===== src/rtl/avalon_mm_seq_master.sv =====
`default_nettype none
// ============================================================================
// Module   : avalon_mm_seq_master
// Function : Moves word blocks between local valid/ready streams and a
//            word-addressed Avalon-MM slave using single-word accesses.
// Option   : define AVM_SEQ_MASTER_STALL_CNT_EN to add the stall_cnt output.
// Revision : 1.0 - initial release
// ============================================================================
module avalon_mm_seq_master #(
    parameter int ADDR_W = 11,
    parameter int DATA_W = 32,
    parameter int LEN_W  = 12
) (
    input  logic                  clk,
    input  logic                  reset_n,
    input  logic                  cmd_valid,
    output logic                  cmd_ready,
    input  logic                  cmd_write,
    input  logic [ADDR_W-1:0]     cmd_addr,
    input  logic [LEN_W-1:0]      cmd_len,
    output logic                  busy,
    output logic                  done,
    output logic [ADDR_W+1:0]     avm_address,
    output logic                  avm_read,
    output logic                  avm_write,
    output logic [DATA_W-1:0]     avm_writedata,
    output logic [DATA_W/8-1:0]   avm_byteenable,
    input  logic                  avm_waitrequest,
    input  logic [DATA_W-1:0]     avm_readdata,
    input  logic                  avm_readdatavalid,
    input  logic [DATA_W-1:0]     wr_data,
    input  logic                  wr_valid,
    output logic                  wr_ready,
    output logic [DATA_W-1:0]     rd_data,
    output logic                  rd_valid,
`ifdef AVM_SEQ_MASTER_STALL_CNT_EN
    output logic [31:0]           stall_cnt,
`endif
    input  logic                  rd_ready
);

    typedef enum logic [2:0] {
        S_IDLE    = 3'd0,
        S_WR_DATA = 3'd1,
        S_WR_REQ  = 3'd2,
        S_RD_REQ  = 3'd3,
        S_RD_WAIT = 3'd4,
        S_RD_OUT  = 3'd5,
        S_DONE    = 3'd6
    } state_t;

    state_t              state_q, state_d;
    logic [ADDR_W-1:0]   addr_q, addr_d;
    logic [LEN_W-1:0]    rem_q, rem_d;
    logic [DATA_W-1:0]   wdata_q, wdata_d;
    logic [DATA_W-1:0]   rdata_q, rdata_d;
    logic                cmd_ready_q, busy_q, done_q;
    logic                avm_read_q, avm_write_q, wr_ready_q, rd_valid_q;

    always_comb begin
        state_d = state_q;
        addr_d  = addr_q;
        rem_d   = rem_q;
        wdata_d = wdata_q;
        rdata_d = rdata_q;
        case (state_q)
            S_IDLE: begin
                if (cmd_valid) begin
                    addr_d = cmd_addr;
                    rem_d  = cmd_len;
                    if (cmd_len == '0)
                        state_d = S_DONE;
                    else if (cmd_write)
                        state_d = S_WR_DATA;
                    else
                        state_d = S_RD_REQ;
                end
            end
            S_WR_DATA: begin
                if (wr_valid) begin
                    wdata_d = wr_data;
                    state_d = S_WR_REQ;
                end
            end
            S_WR_REQ: begin
                if (!avm_waitrequest) begin
                    addr_d = addr_q + ADDR_W'(1);
                    rem_d  = rem_q - LEN_W'(1);
                    if (rem_q == LEN_W'(1))
                        state_d = S_DONE;
                    else
                        state_d = S_WR_DATA;
                end
            end
            S_RD_REQ: begin
                // Data may come back in the very cycle the read is accepted.
                if (!avm_waitrequest) begin
                    addr_d = addr_q + ADDR_W'(1);
                    if (avm_readdatavalid) begin
                        rdata_d = avm_readdata;
                        state_d = S_RD_OUT;
                    end else begin
                        state_d = S_RD_WAIT;
                    end
                end
            end
            S_RD_WAIT: begin
                if (avm_readdatavalid) begin
                    rdata_d = avm_readdata;
                    state_d = S_RD_OUT;
                end
            end
            S_RD_OUT: begin
                if (rd_ready) begin
                    rem_d = rem_q - LEN_W'(1);
                    if (rem_q == LEN_W'(1))
                        state_d = S_DONE;
                    else
                        state_d = S_RD_REQ;
                end
            end
            S_DONE:  state_d = S_IDLE;
            default: state_d = S_IDLE;
        endcase
    end

    // Moore outputs are decoded from the next state so they are flop outputs.
    always_ff @(posedge clk or negedge reset_n) begin
        if (!reset_n) begin
            state_q     <= S_IDLE;
            addr_q      <= '0;
            rem_q       <= '0;
            wdata_q     <= '0;
            rdata_q     <= '0;
            cmd_ready_q <= 1'b1;
            busy_q      <= 1'b0;
            done_q      <= 1'b0;
            avm_read_q  <= 1'b0;
            avm_write_q <= 1'b0;
            wr_ready_q  <= 1'b0;
            rd_valid_q  <= 1'b0;
        end else begin
            state_q     <= state_d;
            addr_q      <= addr_d;
            rem_q       <= rem_d;
            wdata_q     <= wdata_d;
            rdata_q     <= rdata_d;
            cmd_ready_q <= (state_d == S_IDLE);
            busy_q      <= (state_d != S_IDLE);
            done_q      <= (state_d == S_DONE);
            avm_read_q  <= (state_d == S_RD_REQ);
            avm_write_q <= (state_d == S_WR_REQ);
            wr_ready_q  <= (state_d == S_WR_DATA);
            rd_valid_q  <= (state_d == S_RD_OUT);
        end
    end

`ifdef AVM_SEQ_MASTER_STALL_CNT_EN
    logic [31:0] stall_cnt_q;

    always_ff @(posedge clk or negedge reset_n) begin
        if (!reset_n)
            stall_cnt_q <= '0;
        else if (state_q == S_IDLE && cmd_valid)
            stall_cnt_q <= '0;
        else if ((avm_read_q || avm_write_q) && avm_waitrequest && (stall_cnt_q != 32'hFFFF_FFFF))
            stall_cnt_q <= stall_cnt_q + 32'd1;
    end

    assign stall_cnt = stall_cnt_q;
`endif

    assign cmd_ready      = cmd_ready_q;
    assign busy           = busy_q;
    assign done           = done_q;
    assign avm_address    = {addr_q, 2'b00};
    assign avm_read       = avm_read_q;
    assign avm_write      = avm_write_q;
    assign avm_writedata  = wdata_q;
    assign avm_byteenable = '1;
    assign wr_ready       = wr_ready_q;
    assign rd_data        = rdata_q;
    assign rd_valid       = rd_valid_q;

endmodule
`default_nettype wire


===== config.mk =====
export PLATFORM = sky130hd
export DESIGN_NAME = avalon_mm_seq_master
export DESIGN_NICKNAME = d
export VERILOG_FILES = /design/src/rtl/avalon_mm_seq_master.sv
export SDC_FILE = /design/constraint.sdc
export NUM_CORES = 1
export LEC_CHECK = 0
export CAP_MARGIN = 40
export CORE_AREA = 2 2 106 108
export DETAILED_ROUTE_END_ITERATION = 10
export DIE_AREA = 0 0 108 110
export DONT_BUFFER_PORTS = 1
export HOLD_SLACK_MARGIN = 0.08
export SLEW_MARGIN = 20
export SYNTH_ARGS = -nofsm -noshare
export SYNTH_HDL_FRONTEND = slang
export SYNTH_SLANG_ARGS = --single-unit

===== constraint.sdc =====
create_clock -name clk -period 3.45 [get_ports clk]
set_input_delay 0.345 -clock clk [delete_from_list [all_inputs] [get_ports clk]]
set_output_delay 0.345 -clock clk [all_outputs]
set_load 0.03 [all_outputs]

==> impl_metrics.prom, run 1 <==
# TYPE chip_impl_metric gauge
chip_impl_metric{name="postSynthRegisterBits",unit=""} 97
chip_impl_metric{name="power.switching_fraction",unit=""} 0.506
chip_impl_metric{name="report.final.setup_viol",unit=""} 0
chip_impl_info{name="unrepaired_setup_endpoints_after_global_routing",value="false"} 1
chip_impl_metric{name="antenna_found_initial",unit=""} 0
chip_impl_metric{name="grt_pass1_wl",unit="mm"} 16.1
chip_impl_metric{name="finalMaxSlewViolations",unit=""} 0
chip_impl_metric{name="drt-vias-per-instance",unit=""} 5.79
chip_impl_metric{name="vdd.ir_drop.worst",unit="mV"} 0.446
chip_impl_info{name="cts_tree",value="yes"} 1
chip_impl_metric{name="numClockSinks",unit=""} 97
chip_impl_info{name="worstSetupPathType",value="flop to flop"} 1
chip_impl_metric{name="cts_resizes",unit=""} 0
chip_impl_metric{name="part_of_the_cycle_the_worst_path_needs",unit=""} 0.696
chip_impl_metric{name="post_dp_hpwl",unit="mm"} 7.38
chip_impl_metric{name="die_x",unit="µm"} 108
chip_impl_metric{name="mux_cell_area_share_after_synthesis",unit=""} 0.162
chip_impl_metric{name="max_slew.worst_pin.slew",unit="ns"} 0.753
chip_impl_metric{name="area_used_by_sequential_logic_in_the_layout",unit="µm²"} 2430
chip_impl_metric{name="timing.max_cap.violations",unit=""} 0
chip_impl_metric{name="cp_data_arrival_time",unit="ns"} 2.65
chip_impl_info{name="holdCritPathClass",value="input pin to flop"} 1
chip_impl_metric{name="detail-route-antenna-nets",unit=""} 0
chip_impl_metric{name="drt_pass_1_iters",unit=""} 5
chip_impl_metric{name="first_global_vias",unit=""} 3063
chip_impl_metric{name="timing.final.hold_violations",unit=""} 0
chip_impl_metric{name="route.detailed.drc",unit=""} 0
chip_impl_metric{name="clock_tree_buf_depth",unit=""} 2
chip_impl_metric{name="nets",unit=""} 485
chip_impl_metric{name="synth_cells",unit=""} 388
chip_impl_metric{name="area_of_combinational_cells_with_multiple_inputs",unit="µm²"} 2050
chip_impl_info{name="timing.critical_path.from_type",value="flop"} 1
chip_impl_info{name="netlist.top_cell.by_area",value="dfrtp_1"} 1
chip_impl_info{name="critical-path-slowest-cell",value="dfrtp_1"} 1
chip_impl_metric{name="final.hold.worst_slack",unit="ns"} 0.102
chip_impl_metric{name="skew",unit="ns"} 0.00800
chip_impl_metric{name="critical_path.n_buffers_inverters",unit=""} 1
chip_impl_info{name="synth_top_area_cells",value="dfrtp_1 (51%), mux2_1 (15%), a21oi_1 (2.3%), o2bb2ai_1 (1.7%), buf_4 (1.6%)"} 1
chip_impl_metric{name="vias",unit=""} 3078
chip_impl_info{name="postSynth.topFlopCell",value="dfrtp_1"} 1
chip_impl_metric{name="critPathRequiredTime",unit="ns"} 3.70
chip_impl_metric{name="core.rowCount",unit=""} 38
chip_impl_metric{name="synth-edff-count",unit=""} 0
chip_impl_metric{name="area_growth_syn_to_layout",unit="%"} 7.42
chip_impl_metric{name="internal-power",unit="mW"} 2.76
chip_impl_metric{name="setup_total_negative_slack",unit="ns"} 0
chip_impl_metric{name="dieArea",unit="µm²"} 11900
chip_impl_metric{name="fmax",unit="MHz"} 416
chip_impl_metric{name="first_iter_violations",unit=""} 228
chip_impl_info{name="commonest_non_fill_non_tap_cells_in_the_layout",value="dfrtp_1 (96), mux2_1 (62), a21oi_1 (22)"} 1
chip_impl_metric{name="synth_xor_xnor_area_share",unit=""} 0
chip_impl_metric{name="numCtsBuffers",unit=""} 9
chip_impl_metric{name="cts_setup_buffers",unit=""} 0
chip_impl_metric{name="seq_power_share",unit=""} 0.578
chip_impl_metric{name="synth-simple-area-share",unit=""} 0.120
chip_impl_metric{name="cts.clk_slew.worst_paths",unit="ns"} 0.10
chip_impl_metric{name="vertical_extent_of_the_die",unit="µm"} 110
chip_impl_metric{name="syn_area_per_cell",unit="µm²"} 12.1
chip_impl_metric{name="detail_route.wl_per_cell",unit="µm"} 19.6
chip_impl_metric{name="post-synth-top-area-fraction",unit=""} 0.513
chip_impl_metric{name="grt.overflow.total",unit=""} 0
chip_impl_metric{name="worst_skew_pair.late_latency",unit="ns"} 0.36
chip_impl_metric{name="cts_max_level",unit=""} 3
chip_impl_info{name="crit_chain",value="and4bb_2 > o21ai_2 > buf_12 > mux2_1"} 1
chip_impl_info{name="critPathTopFamily",value="flip-flops"} 1
chip_impl_metric{name="power_per_cell_area",unit="nW/µm²"} 1110
chip_impl_metric{name="power.switching",unit="mW"} 2.83
chip_impl_metric{name="synth-async-reset-ratio",unit=""} 1.00
chip_impl_metric{name="starting_density_of_the_core",unit=""} 0.438
chip_impl_metric{name="synth_compound_gate_area_share",unit=""} 0.141
chip_impl_metric{name="routed_wirelength",unit="mm"} 10.4
chip_impl_metric{name="part_of_the_power_in_combinational_logic",unit=""} 0.297
chip_impl_metric{name="adder_and_majority_gate_portion_of_the_synthesized_area",unit=""} 0.00801
chip_impl_metric{name="fillerInstances",unit=""} 970
chip_impl_metric{name="timing.critical_path.slowest_cell_delay",unit="ns"} 0.80
chip_impl_info{name="timing.critical_path.to_type",value="flop"} 1
chip_impl_metric{name="finalCriticalPeriod",unit="ns"} 2.40
chip_impl_metric{name="number_of_library_cell_types_mapped_by_synthesis",unit=""} 62
chip_impl_metric{name="reg2reg_slack",unit="ns"} 1.05
chip_impl_metric{name="slew_headroom",unit=""} 0.497
chip_impl_metric{name="fraction_of_layout_cells_with_a_size_suffix_above_1",unit=""} 0.110
chip_impl_metric{name="antenna_cells_inserted",unit=""} 0
chip_impl_info{name="ctsRootBufferMaster",value="clkbuf_8"} 1
chip_impl_info{name="largest_family_of_logic_cells_by_synthesized_area",value="multiplexers"} 1
chip_impl_metric{name="io_pins",unit=""} 183
chip_impl_info{name="run_status",value="finished, final reports clean"} 1
chip_impl_metric{name="synthesis.area",unit="µm²"} 4690
chip_impl_metric{name="numPortBuffers",unit=""} 0
chip_impl_metric{name="maximum_number_of_pins_on_one_net_before_global_route_repair",unit=""} 98
chip_impl_metric{name="p_leak",unit="nW"} 2.08
chip_impl_info{name="final_common_cell",value="dfrtp_1"} 1
chip_impl_metric{name="grt_util_all_layers",unit=""} 0.177
chip_impl_metric{name="yosys_warning_count",unit=""} 0
chip_impl_metric{name="clock_power_share",unit=""} 0.124
chip_impl_metric{name="fp.coreArea",unit="µm²"} 10700
chip_impl_metric{name="worst_path_fanout_max",unit=""} 22
chip_impl_metric{name="final_estimated_routing_congestion_in_global_placement",unit=""} 0.771
chip_impl_metric{name="yosysSeqAreaShare",unit=""} 0.518
## per-layer routing
layer / vias up / global-route usage / wire length (µm)
li1: 1436 / - / -
met1: 1501 / 0.221 / 4340
met2: 125 / 0.290 / 5130
met3: 16 / 0.0511 / 755
met4: 0 / 0.0687 / 210
met5: - / 0 / 0
## cell families (layout without fill, tap and decap cells)
group,after synthesis,count (layout)
AO/OA/AOI/OAI,90,90
adder cells (fa/ha/maj),3,3
buffers and inverters,40,40
flip-flops,97,97
multiplexers,68,68
other,2,6
AND/OR/NAND/NOR,88,88
## Yosys cell counts (all sizes together), types with 2 or more instances
master and number:
a31oi 3, o21ai 13, nand2 15, mux2i 4, nor4b 2, buf 27
nor2 12, a22o 3, nand2b 4, a2111oi 2, nor4 9, a31o 2
and4 2, dfrtp 96, a21boi 2, clkbuf 4, ha 3, a21oi 23
inv 9, a22oi 7, conb 2, a211oi 3, o2bb2ai 9, or3b 4
or4 3, nor2b 2, nand3 8, nand3b 3, mux2 64, and3b 2
nor3b 5, o21a 2, o22ai 11, a41o 3, nor3 8, nand4 4
## path summary, 6_finish.rpt
check,from,cells after the start,to
setup / recovery,state_q[2],4,rd_data[15]
hold / removal,avm_readdata[26],1,rd_data[26]
setup reg to reg,state_q[2],4,rd_data[15]
hold reg to reg,rem_q[11],1,rem_q[11]
max in group asynchronous,reset_n,2,cmd_ready
min in group asynchronous,reset_n,2,rd_data[5]
## worst register-to-register path, stage by stage (launching register included)
cell	delay [ns]
dfrtp_1	0.80
and4bb_2	0.33
o21ai_2	0.55
buf_12	0.26
mux2_1	0.35
## final cells by class
type,count,share of cell area
multi-input combinational,255,0.408
clock buffer,10,0.0253
sequential,97,0.482
tap,140,0.0348
clock inverter,6,0.0104
inverter,9,0.00671
timing repair buffer,15,0.0328
## sequential cells by signal, indices dropped and copies added, names as in the netlist
| signal | count |
|---|---|
| cmd_ready | 1 |
| state_q | 3 |
| avm_writedata | 32 |
| wr_ready | 1 |
| avm_write | 1 |
| rd_data | 32 |
| rem_q | 12 |
| busy | 1 |
| done | 1 |
| addr_q | 11 |
| rd_valid | 1 |
| avm_read | 1 |
## power by group through the flow
stage / clock network, mW / registers, mW / logic [mW]
floorplan: 0 / 3.02 / 1.50
global placement: 0 / 3.24 / 1.56
detailed placement: 0 / 3.26 / 1.63
CTS: 0.732 / 3.23 / 1.66
global route: 0.762 / 3.32 / 1.87
finish: 0.695 / 3.23 / 1.66
## per-stage QoR
stage	power, mW	util	setup slack [ns]	std cells	instance area [µm²]
floorplan	4.51	-	1.67	392	4700
global placement	4.81	0.443	1.15	506	4740
detailed placement	4.89	0.443	1.04	506	4740
CTS	5.62	0.463	1.03	524	4960
global route	5.95	0.471	0.889	532	5030
finish	5.58	0.471	1.05	532	5030
## repair_timing
| action | in CTS | in global routing |
|---|---|---|
| endpoints found under the hold margin | 97 | 7 |
| endpoints found under the setup margin | 0 | 0 |
| hold buffers | 2 | 7 |
No activity file was read; power rests on OpenSTA's default activity.
==> run 2, diff against run 1 <==
==> constraint.sdc (replaced) <==
create_clock -name clk -period 2.1 [get_ports clk]
set_input_delay 0.21 -clock clk [delete_from_list [all_inputs] [get_ports clk]]
set_output_delay 0.21 -clock clk [all_outputs]
set_load 0.03 [all_outputs]
==> impl_metrics.prom, run 2 (synthesis results as in run 1) <==
# TYPE chip_impl_metric gauge
chip_impl_info{name="critical-path-slowest-cell",value="dfrtp_1"} 1
chip_impl_metric{name="p_leak",unit="nW"} 2.44
chip_impl_metric{name="max_slew.worst_pin.slew",unit="ns"} 0.553
chip_impl_info{name="final_common_cell",value="dfrtp_1"} 1
chip_impl_metric{name="vdd.ir_drop.worst",unit="mV"} 0.734
chip_impl_metric{name="critPathRequiredTime",unit="ns"} 2.41
chip_impl_metric{name="routed_wirelength",unit="mm"} 11.4
chip_impl_metric{name="fmax",unit="MHz"} 512
chip_impl_metric{name="part_of_the_cycle_the_worst_path_needs",unit=""} 0.930
chip_impl_metric{name="first_global_vias",unit=""} 3435
chip_impl_metric{name="cts_max_level",unit=""} 3
chip_impl_metric{name="die_x",unit="µm"} 108
chip_impl_metric{name="maximum_number_of_pins_on_one_net_before_global_route_repair",unit=""} 98
chip_impl_metric{name="antenna_found_initial",unit=""} 0
chip_impl_metric{name="post_dp_hpwl",unit="mm"} 7.46
chip_impl_metric{name="route.detailed.drc",unit=""} 0
chip_impl_metric{name="vias",unit=""} 3446
chip_impl_metric{name="detail_route.wl_per_cell",unit="µm"} 18.5
chip_impl_metric{name="fp.coreArea",unit="µm²"} 10700
chip_impl_metric{name="cts.clk_slew.worst_paths",unit="ns"} 0.10
chip_impl_metric{name="skew",unit="ns"} 0.0156
chip_impl_metric{name="fraction_of_layout_cells_with_a_size_suffix_above_1",unit=""} 0.122
chip_impl_info{name="timing.critical_path.to_type",value="flop"} 1
chip_impl_metric{name="finalCriticalPeriod",unit="ns"} 1.95
chip_impl_info{name="critical_path.reg2reg.startpoint",value="rem_q[4]"} 1
chip_impl_metric{name="total_power",unit="mW"} 9.51
chip_impl_info{name="worstSetupPathType",value="flop to flop"} 1
chip_impl_metric{name="power_per_cell_area",unit="nW/µm²"} 1620
chip_impl_metric{name="worst_path_fanout_max",unit=""} 9
chip_impl_info{name="run_status",value="finished, violations left"} 1
chip_impl_info{name="timing.critical_path.from_type",value="flop"} 1
chip_impl_metric{name="path_depth_of_the_worst_reg2reg_path",unit=""} 4
chip_impl_metric{name="report.final.setup_viol",unit=""} 0
chip_impl_metric{name="nets",unit=""} 571
chip_impl_info{name="unrepaired_setup_endpoints_after_global_routing",value="false"} 1
chip_impl_metric{name="final.hold.worst_slack",unit="ns"} -0.471
chip_impl_metric{name="setup_total_negative_slack",unit="ns"} 0
chip_impl_metric{name="cp_data_arrival_time",unit="ns"} 2.26
chip_impl_metric{name="io_pins",unit=""} 183
chip_impl_metric{name="worst_skew_pair.late_latency",unit="ns"} 0.36
chip_impl_info{name="cts_tree",value="yes"} 1
chip_impl_info{name="crit_chain",value="nor4_1 > nand4_1 > a22oi_2 > and3_1"} 1
chip_impl_metric{name="first_iter_violations",unit=""} 184
chip_impl_metric{name="finalCoreUtilization",unit=""} 0.547
chip_impl_info{name="ctsRootBufferMaster",value="clkbuf_8"} 1
chip_impl_metric{name="clock_tree_buf_depth",unit=""} 2
chip_impl_metric{name="numPortBuffers",unit=""} 0
chip_impl_metric{name="drt-vias-per-instance",unit=""} 5.59
chip_impl_metric{name="antenna_cells_inserted",unit=""} 0
chip_impl_metric{name="final_estimated_routing_congestion_in_global_placement",unit=""} 0.791
chip_impl_info{name="commonest_non_fill_non_tap_cells_in_the_layout",value="dfrtp_1 (95), dlygate4sd3_1 (80), mux2_1 (62)"} 1
chip_impl_metric{name="detail-route-antenna-nets",unit=""} 0
chip_impl_metric{name="vertical_extent_of_the_die",unit="µm"} 110
chip_impl_metric{name="timing.final.hold_violations",unit=""} 97
chip_impl_metric{name="grt_pass1_wl",unit="mm"} 17.7
chip_impl_metric{name="dieArea",unit="µm²"} 11900
chip_impl_metric{name="reg2reg_slack",unit="ns"} 0.15
chip_impl_info{name="holdCritPathClass",value="input pin to async pin"} 1
chip_impl_info{name="violations",value="negative hold slack"} 1
chip_impl_metric{name="core.rowCount",unit=""} 38
chip_impl_metric{name="starting_density_of_the_core",unit=""} 0.438
chip_impl_metric{name="timing.critical_path.slowest_cell_delay",unit="ns"} 0.52
chip_impl_metric{name="numCtsBuffers",unit=""} 9
chip_impl_info{name="rr_endpoint",value="cmd_ready"} 1
chip_impl_metric{name="slew_headroom",unit=""} 0.628
chip_impl_metric{name="cts.hold.buffers_added",unit=""} 80
chip_impl_metric{name="grt.overflow.total",unit=""} 0
chip_impl_metric{name="grt_util_all_layers",unit=""} 0.194
chip_impl_metric{name="drt_pass_1_iters",unit=""} 4
chip_impl_metric{name="timing.max_cap.violations",unit=""} 0
chip_impl_metric{name="finalMaxSlewViolations",unit=""} 0
chip_impl_metric{name="area_growth_syn_to_layout",unit="%"} 24.9
chip_impl_metric{name="numClockSinks",unit=""} 97
-- run 2: changes by cell type in the layout (fill, tap and decap cells not counted), sizes merged --
cell,delta
clkinv,+1
dlygate4sd3,+72
inv,-1
clkinvlp,-1
buf,+14
-- run 2: power breakdown --
group	leakage (nW)	internal (mW)	switching, mW
registers	1.16	2.79	2.30
clock network	0.0927	0.466	0.665
logic	1.19	1.57	1.71
-- run 2: final cells by class --
type	count	area, µm²
fill	896	4850
sequential	97	2430
multi-input combinational	255	2050
timing repair buffer	101	983
tap	140	175
clock buffer	10	138
clock inverter	5	40.0
inverter	9	33.8
-- run 2: through the flow --
stage | cells | instance area (µm²) | setup WS (ns)
after floorplan | 392 | 4700 | 0.324
after global placement | 521 | 4860 | 0.228
after detailed placement | 521 | 4860 | 0.164
after CTS | 616 | 5840 | 0.108
after global routing | 617 | 5850 | 0.0385
final | 617 | 5850 | 0.147
-- run 2: metal layers --
metal,GRT usage,vias to the layer above,share of wire
li1,-,1604,-
met1,0.228,1698,0.39
met5,0,-,0
met2,0.333,128,0.51
met4,0.0760,0,0.020
met3,0.0606,16,0.075
-- run 2: how the worst max path moves through the flow --
stage	slack (ns)	end	start	depth (start not counted)
after floorplan	0.32	addr_q[8]	addr_q[0]	5
after global placement	0.23	avm_read	state_q[2]	5
after detailed placement	0.16	rem_q[1]	state_q[0]	4
after CTS	0.11	rem_q[1]	state_q[0]	4
after global routing	0.04	rem_q[5]	state_q[0]	4
final	0.15	cmd_ready	rem_q[4]	4
-- run 2: what timing repair did --
item | 4_1_cts | 5_1_grt
gates resized for setup | 0 | 1
hold endpoints to repair | 177 | 97
setup endpoints to repair | 0 | 1
buffers inserted | 0 | 0
-- run 2: critical path, delay by kind of cell, from the launching register on --
| family | cells | cell delay, ns |
|---|---|---|
| DFF | 1 | 0.52 |
| and+or+nand+nor | 3 | 0.99 |
| AOI/OAI and AO/OA | 1 | 0.39 |
